===== config.mk =====
export PLATFORM = sky130hd
export DESIGN_NAME = mux_n_pipe
export DESIGN_NICKNAME = d
export VERILOG_FILES = /design/src/rtl/mux_n_pipe.sv
export SDC_FILE = /design/constraint.sdc
export NUM_CORES = 1
export LEC_CHECK = 0
export CAP_MARGIN = 20
export CELL_PAD_IN_SITES_DETAIL_PLACEMENT = 1
export CELL_PAD_IN_SITES_GLOBAL_PLACEMENT = 1
export CORE_MARGIN = 5
export CORE_UTILIZATION = 35
export DETAILED_ROUTE_END_ITERATION = 8
export PLACE_DENSITY = 0.84
export SYNTH_ARGS = -nofsm -noshare
export SYNTH_HDL_FRONTEND = slang
export SYNTH_SLANG_ARGS = --single-unit
export TNS_END_PERCENT = 30

===== constraint.sdc =====
create_clock -name clk -period 3.6 [get_ports clk]
set_input_delay 0.54 -clock clk [delete_from_list [all_inputs] [get_ports clk]]
set_output_delay 0.54 -clock clk [all_outputs]
set_load 0.005 [all_outputs]

===== src/rtl/mux_n_pipe.sv =====
// N-way WIDTH-bit select stage with a registered output and a two-entry skid buffer.
// Optional one-hot select with a sticky error flag is enabled by defining MUX_ONEHOT_SEL_EN.
module mux_n_pipe #(
    parameter int WIDTH = 32,
    parameter int SEL_W = 2,
    localparam int N = 2 ** SEL_W,
`ifdef MUX_ONEHOT_SEL_EN
    localparam int SW = 2 ** SEL_W
`else
    localparam int SW = SEL_W
`endif
) (
    input  logic               clk,
    input  logic               reset,
    input  logic [N*WIDTH-1:0] in_data,
    input  logic [SW-1:0]      in_sel,
    input  logic               in_valid,
    output logic               in_ready,
    output logic [WIDTH-1:0]   out_data,
    output logic [SW-1:0]      out_sel,
    output logic               out_valid,
    input  logic               out_ready,
    output logic               err
);

    logic             mainValid_q, mainValid_d;
    logic [WIDTH-1:0] mainData_q,  mainData_d;
    logic [SW-1:0]    mainSel_q,   mainSel_d;
    logic             skidValid_q, skidValid_d;
    logic [WIDTH-1:0] skidData_q,  skidData_d;
    logic [SW-1:0]    skidSel_q,   skidSel_d;
    logic [WIDTH-1:0] selData;
    logic             accept;

`ifdef MUX_ONEHOT_SEL_EN
    logic selBad;
    logic err_q, err_d;

    // A select that is not exactly one-hot still transfers, but as a zero word.
    always_comb begin
        selData = '0;
        selBad  = ($countones(in_sel) != 1);
        for (int k = 0; k < N; k++) begin
            if (in_sel[k]) begin
                selData = selData | in_data[k*WIDTH +: WIDTH];
            end
        end
        if (selBad) begin
            selData = '0;
        end
    end
`else
    always_comb begin
        selData = '0;
        for (int k = 0; k < N; k++) begin
            if (in_sel == SW'(k)) begin
                selData = in_data[k*WIDTH +: WIDTH];
            end
        end
    end
`endif

    // Skid drains into main before any new word is taken; in_ready is low while skid is full.
    always_comb begin
        mainValid_d = mainValid_q;
        mainData_d  = mainData_q;
        mainSel_d   = mainSel_q;
        skidValid_d = skidValid_q;
        skidData_d  = skidData_q;
        skidSel_d   = skidSel_q;
        accept      = in_valid && !skidValid_q;
`ifdef MUX_ONEHOT_SEL_EN
        err_d       = err_q || (accept && selBad);
`endif
        if (!mainValid_q || out_ready) begin
            if (skidValid_q) begin
                mainValid_d = 1'b1;
                mainData_d  = skidData_q;
                mainSel_d   = skidSel_q;
                skidValid_d = 1'b0;
            end else if (accept) begin
                mainValid_d = 1'b1;
                mainData_d  = selData;
                mainSel_d   = in_sel;
            end else begin
                mainValid_d = 1'b0;
            end
        end else if (accept) begin
            skidValid_d = 1'b1;
            skidData_d  = selData;
            skidSel_d   = in_sel;
        end
    end

    always_ff @(posedge clk or posedge reset) begin
        if (reset) begin
            mainValid_q <= 1'b0;
            mainData_q  <= '0;
            mainSel_q   <= '0;
            skidValid_q <= 1'b0;
            skidData_q  <= '0;
            skidSel_q   <= '0;
        end else begin
            mainValid_q <= mainValid_d;
            mainData_q  <= mainData_d;
            mainSel_q   <= mainSel_d;
            skidValid_q <= skidValid_d;
            skidData_q  <= skidData_d;
            skidSel_q   <= skidSel_d;
        end
    end

`ifdef MUX_ONEHOT_SEL_EN
    always_ff @(posedge clk or posedge reset) begin
        if (reset) begin
            err_q <= 1'b0;
        end else begin
            err_q <= err_d;
        end
    end

    assign err = err_q;
`else
    assign err = 1'b0;
`endif

    assign in_ready  = !skidValid_q;
    assign out_valid = mainValid_q;
    assign out_data  = mainData_q;
    assign out_sel   = mainSel_q;

endmodule


==> reports/metrics.cfg, run 1 <==
[min_path]
min_from=skidData_q[23]
min_path_cells=1
min_to=skidData_q[23]
hold_path.class=flip-flop to flip-flop

[sta]
fin_crit_sh_pct=66.9
fin_skew_ns=0.0126
rsz0062_at_grt=no
clock.fmax_ghz=0.415
tightestPinTransition_ns=0.862
final_hold_viol_count=0
setup_viol=0
relSlewSlack_pct=42.5
maxSlewViolCount=0
setup-tns-final_ns=0
fin_crit_ns=2.41

[cells_and_area]
fillers=1130
drive_above_1_share_pct=19.4
nets=603
area_growth_pct=51.0
mostFrequentLayoutCells=clkdlybuf4s50_1 (167), dfrtp_1 (69), nand2_1 (65), a21oi_1 (36), a31oi_1 (32)
post-route-util_pct=54.1
antenna_cells=0
layout_commonest_cell=clkdlybuf4s50_1

[drt]
wirelength_um=12000
via_per_inst=5.21
dr.first_iter.drc_count=91
drc_errors=0
dr.pass1.iters=4
ant_nets=0
vias=3201
wl_per_cell_um=19.5

[clocking]
htreeDepth=3
hold_buffers=0
cts_buffers=9
post_cts_buffers=0
ctsResizeCount=0
cts_sinks=70
clock_path_buffers=2
insertion_delay_ns=0.34
path_clk_slew_ns=0.08
clock-root-buffer=clkbuf_8
cts_tree=done

[global_routing]
antenna_found_initial=0
grt_pass1_wl_um=18600
grt_max_degree=61
grt_pass1_vias=3659
grt_overflow=0
grtUsageTotal_pct=18.0

[setup_path]
startpoint_type=flip-flop
cp_max_fo=38
critPathArrivalTime_ns=1.87
rr_worst_depth=4
r2r_setup_slack_ns=1.69
crit_required_ns=3.06
reg2reg_to=out_data[9]
critical_path_class=flip-flop to primary output
cp-end-kind=primary output
r2r_start=skidValid_q

[floorplanning]
dieWidth_um=115
rows=38
die_area_sq_um=13300
initial_core_util_pct=35.8
pin_count=171
die_height_um=115
core_area_sq_um=10800

[synth]
synth_fa_ha_area_share_pct=0
yosysUniqueCellTypes=22
syn-num-nets=445
synth_top_family_by_area=multiplexers
synth-compound-area-share_pct=9.79
syn_area_sq_um=3890
synth-xor-area-share_pct=0
ys_seq_area_share_pct=45.1
ys_ff_latch=70
syn-instance-count=311
synthMuxAreaShare_pct=32.0
synthSimpleGateAreaFrac_pct=7.44
synth.avg_cell_area_sq_um=12.5
yosysWarnings=0

[job]
cap_violations=0

[status]
outcome=complete, no violations

[power]
power_per_cell_area_nw_per_um2=457
ir_drop_mv=0.179
leakage_nw=2.35

[placed_design]
dp_hpwl_um=8600
io_buffers=169
place.gp.congestion=0.722

[worst max path at each step]
stage | start | to | slack [ns] | depth (start not counted)
floorplan | reset | out_data[0] | 1.29 | 1
global placement | out_ready | out_data[10] | 1.25 | 6
detailed placement | out_ready | out_data[9] | 1.15 | 6
CTS | skidValid_q | in_ready | 1.15 | 2
global route | skidValid_q | in_ready | 1.02 | 2
finish | skidValid_q | in_ready | 1.19 | 2
[state kept, by name, summed over array words and instances (netlist names)]
signal and count:
out_data 32, skidData_q 32, out_sel 2, skidSel_q 2
out_valid 1, skidValid_q 1
[cells by family (layout without fill, tap and decap cells)]
family          count (synthesis)  in the layout
simple gates                   71             71
flops                          70             70
compound gates                 68             68
mux                            68             68
buf+inv                        33            196
other cells                     1              1
[worst max-delay path, stage by stage, from the launching register on]
cell and delay (ns):
dfrtp_2 0.90, inv_1 0.14, clkdlybuf4s50_1 0.49
[metrics by stage]
stage | area (sq um) | instances | total power [mW] | worst slack, ns | hold slack [ns]
2_1_floorplan | 3890 | 311 | 1.51 | 1.29 | 0.480
3_3_place_gp | 5610 | 597 | 1.89 | 1.25 | 0.491
3_5_place_dp | 5610 | 597 | 1.94 | 1.15 | 0.499
4_1_cts | 5850 | 613 | 2.71 | 1.15 | 0.521
5_1_grt | 5870 | 614 | 2.82 | 1.02 | 0.531
6_report | 5870 | 614 | 2.68 | 1.19 | 0.519
[Yosys cell counts]
library cell / count / share of area, %
dfrtp_1: 70 / 45
inv_1: 2 / 0.19
mux2i_1: 2 / 0.52
or2_1: 1 / 0.16
mux4_1: 4 / 2.7
clkbuf_1: 10 / 0.97
mux2_4: 28 / 11
mux2_2: 6 / 1.7
nand2_1: 65 / 6.3
a21oi_1: 36 / 4.6
buf_4: 1 / 0.19
mux4_2: 28 / 16
a31oi_1: 32 / 5.2
buf_12: 3 / 1.5
nand2b_1: 1 / 0.16
nor2_1: 2 / 0.19
buf_1: 4 / 0.39
nor3b_4: 1 / 0.48
and2_1: 1 / 0.16
buf_6: 4 / 1.2
conb_1: 1 / 0.096
buf_2: 9 / 1.2
[final cells by class]
type / instances / area [sq um] / share of cell area (%)
clock buffer: 10 / 128 / 2.17
clock inverter: 6 / 110 / 1.88
tap: 140 / 175 / 2.99
inverter: 2 / 8.76 / 0.149
timing repair buffer: 178 / 1770 / 30.2
multi-input combinational: 208 / 1920 / 32.7
sequential: 70 / 1750 / 29.9
[routing by layer]
| metal | track usage, % | part of all wire, % |
|---|---|---|
| met1 | 20.7 | 38 |
| met2 | 32.5 | 54 |
| met3 | 5.47 | 7.4 |
| met4 | 4.77 | 0.83 |
| met5 | 0 | 0 |
[report_power, final]
| group | internal [mW] | switching (mW) |
|---|---|---|
| Sequential | 0.980 | 0.127 |
| Clock | 0.460 | 0.303 |
| Combinational | 0.533 | 0.278 |
| Total | 1.97 | 0.708 |
Power figures use the tool's default switching activity.
==> run 2: changes to the inputs <==
Settings changed: CORE_UTILIZATION 35 to 29, PLACE_DENSITY 0.84 to 0.75.
Clock period 3.6 ns to 2.2 ns, I/O delays scaled along.
==> run 2 against run 1 <==
  * Via count increased by 1.5%
  * Global-route usage down 2.3 points
  * Critical endpoint is now out_data[5]
  * Critical path depth increased by 3
  * Largest cell class unchanged
  * Hold slack worse by 0.15 ns
  * Critical path type is now input port to flip-flop
  * Sequential power grew 61%
  * Power up 67%
  * Highest routed layer unchanged
  * Register-to-register slack got worse by 1.2 ns
  * Clock skew down 0.0039 ns
  * First-iteration DRC count is 41% higher
  * Combinational power grew 66%
==> reports/metrics.cfg, run 2 (same netlist as run 1, synthesis figures left out) <==
[status]
outcome=complete, no violations

[floorplanning]
die_height_um=126  ; +9.0%
core_area_sq_um=13200  ; +22%
pin_count=171  ; unchanged
die_area_sq_um=15800  ; +19%
dieWidth_um=126  ; +9.0%
initial_core_util_pct=29.5  ; -6.4 points
rows=42  ; +11%

[setup_path]
critical_path_class=input port to flip-flop
critPathArrivalTime_ns=1.98  ; +0.11 ns
max_stage_delay_ns=0.65  ; -0.25 ns
cp_max_fo=34  ; -11%
startpoint_type=input port
cp_num_buf_inv=2  ; unchanged
cp-end-kind=flip-flop
rr_worst_depth=4  ; unchanged
crit_chain=clkdlybuf4s50_1 > nand2b_2 > buf_4 > and2_2 > a31oi_1
cp.depth=5  ; +3
slowest_stage=and2_2
crit_required_ns=2.35  ; -0.71 ns
critPathTopFamily=simple AND/OR/NAND/NOR gates

[job]
cap_violations=0  ; unchanged

[clocking]
cts_tree=done
htreeDepth=3  ; unchanged
post_cts_buffers=0  ; unchanged
insertion_delay_ns=0.33  ; about the same
cts_buffers=9  ; unchanged
cts_sinks=70  ; unchanged
clock_path_buffers=2  ; unchanged
clock-root-buffer=clkbuf_16
path_clk_slew_ns=0.06  ; -0.02 ns
ctsResizeCount=0  ; unchanged
hold_buffers=0  ; unchanged

[global_routing]
grt_pass1_vias=3786  ; +3.5%
grt_overflow=0  ; unchanged
grtUsageTotal_pct=15.7  ; -2.3 points
antenna_found_initial=0  ; unchanged
grt_max_degree=35  ; -43%
grt_pass1_wl_um=20100  ; +8.3%

[placed_design]
place.gp.congestion=0.737  ; +2.0%
dp_hpwl_um=8830  ; +2.6%
io_buffers=169  ; unchanged
pre_cts_slack_ns=0.00779  ; -1.14 ns

[sta]
tightestPinTransition_ns=0.739  ; -0.124 ns
worst_slack_ns=0.373  ; -0.819 ns
clock.fmax_ghz=0.547
setup_viol=0  ; unchanged
relSlewSlack_pct=50.7  ; +8.2 points
fin_crit_ns=1.83
fin_crit_sh_pct=83.0
rsz0062_at_grt=no
final_hold_viol_count=0  ; unchanged
fin_skew_ns=0.00871  ; -0.00393 ns
maxSlewViolCount=0  ; unchanged
setup-tns-final_ns=0  ; unchanged

[power]
ir_drop_mv=0.318  ; +77%
comb_power_share_pct=30.3  ; about the same
pwr-share-clk_pct=29.6  ; +1.2 points
share_seq_of_total_power_pct=40.2  ; -1.1 points
power.switching_mw=1.19  ; +68%
internal-power_mw=3.28  ; +66%
leakage_nw=2.39  ; +1.8%
swShare_pct=26.6  ; +0.21 points
power_per_cell_area_nw_per_um2=745  ; +63%

[drt]
dr.pass1.iters=4  ; unchanged
drc_errors=0  ; unchanged
wl_per_cell_um=18.7  ; -4.3%
via_per_inst=4.97  ; -4.6%
wirelength_um=12200  ; +1.8%
dr.first_iter.drc_count=128  ; +41%
vias=3248  ; +1.5%
ant_nets=0  ; unchanged

[cells_and_area]
mostFrequentLayoutCells=clkdlybuf4s50_1 (167), dfrtp_1 (69), nand2_1 (65), a21oi_1 (36), a31oi_1 (32)
drive_above_1_share_pct=19.9  ; +0.51 points
nets=606  ; +0.50%
area_growth_pct=54.2
antenna_cells=0  ; unchanged
layout_commonest_cell=clkdlybuf4s50_1

[min_path]
hold_path.class=input port to async pin

run 2: metal layers:
| layer | track usage, % | wire length (um) | vias to the layer above |
|---|---|---|---|
| met5 | 0 | 0 | - |
| met1 | 18.0 | 4820 | 1658 |
| li1 | - | - | 1471 |
| met4 | 4.86 | 153 | 0 |
| met3 | 4.36 | 793 | 14 |
| met2 | 28.4 | 6420 | 105 |
run 2: power by group through the flow:
stage	Combinational (mW)	Sequential, mW	Clock, mW
2_1_floorplan	0.692	1.78	0
6_report	1.35	1.79	1.32
3_5_place_dp	1.38	1.81	0
4_1_cts	1.38	1.80	1.35
3_3_place_gp	1.33	1.80	0
5_1_grt	1.47	1.84	1.42
run 2: worst reg2reg max path, delay by kind of cell (launching register included):
family | cells | cell delay (ns)
DFF | 1 | 0.38
buffers and inverters | 1 | 0.19
AOI/OAI and AO/OA | 1 | 0.21
and+or+nand+nor | 2 | 0.76
run 2: cell type report:
class | instances | area (sq um)
sequential | 70 | 1750
timing repair buffer | 181 | 1820
clock inverter | 4 | 22.5
fill | 1429 | 7200
tap | 176 | 220
inverter | 2 | 8.76
multi-input combinational | 208 | 1920
clock buffer | 12 | 246
run 2: path summary, 6_finish.rpt:
check | startpoint | end | slack [ns]
setup / recovery | out_ready | out_data[5] | 0.37
hold / removal | reset | out_data[14] | 0.37
setup reg to reg | out_valid | out_data[5] | 0.48
hold reg to reg | skidData_q[4] | skidData_q[4] | 0.51
max in group asynchronous | reset | skidValid_q | 1.24
min in group clk | skidData_q[4] | skidData_q[4] | 0.51
run 2: per-stage QoR:
| stage | util, % | hold WS, ns | total power [mW] | instance area (sq um) | instances |
|---|---|---|---|---|---|
| 2_1_floorplan | - | 0.442 | 2.47 | 3890 | 311 |
| 3_3_place_gp | 43.4 | 0.490 | 3.13 | 5720 | 637 |
| 3_5_place_dp | 43.4 | 0.496 | 3.19 | 5720 | 637 |
| 4_1_cts | 45.4 | 0.372 | 4.53 | 5990 | 653 |
| 5_1_grt | 45.4 | 0.408 | 4.73 | 5990 | 653 |
| 6_report | 45.4 | 0.368 | 4.47 | 5990 | 653 |
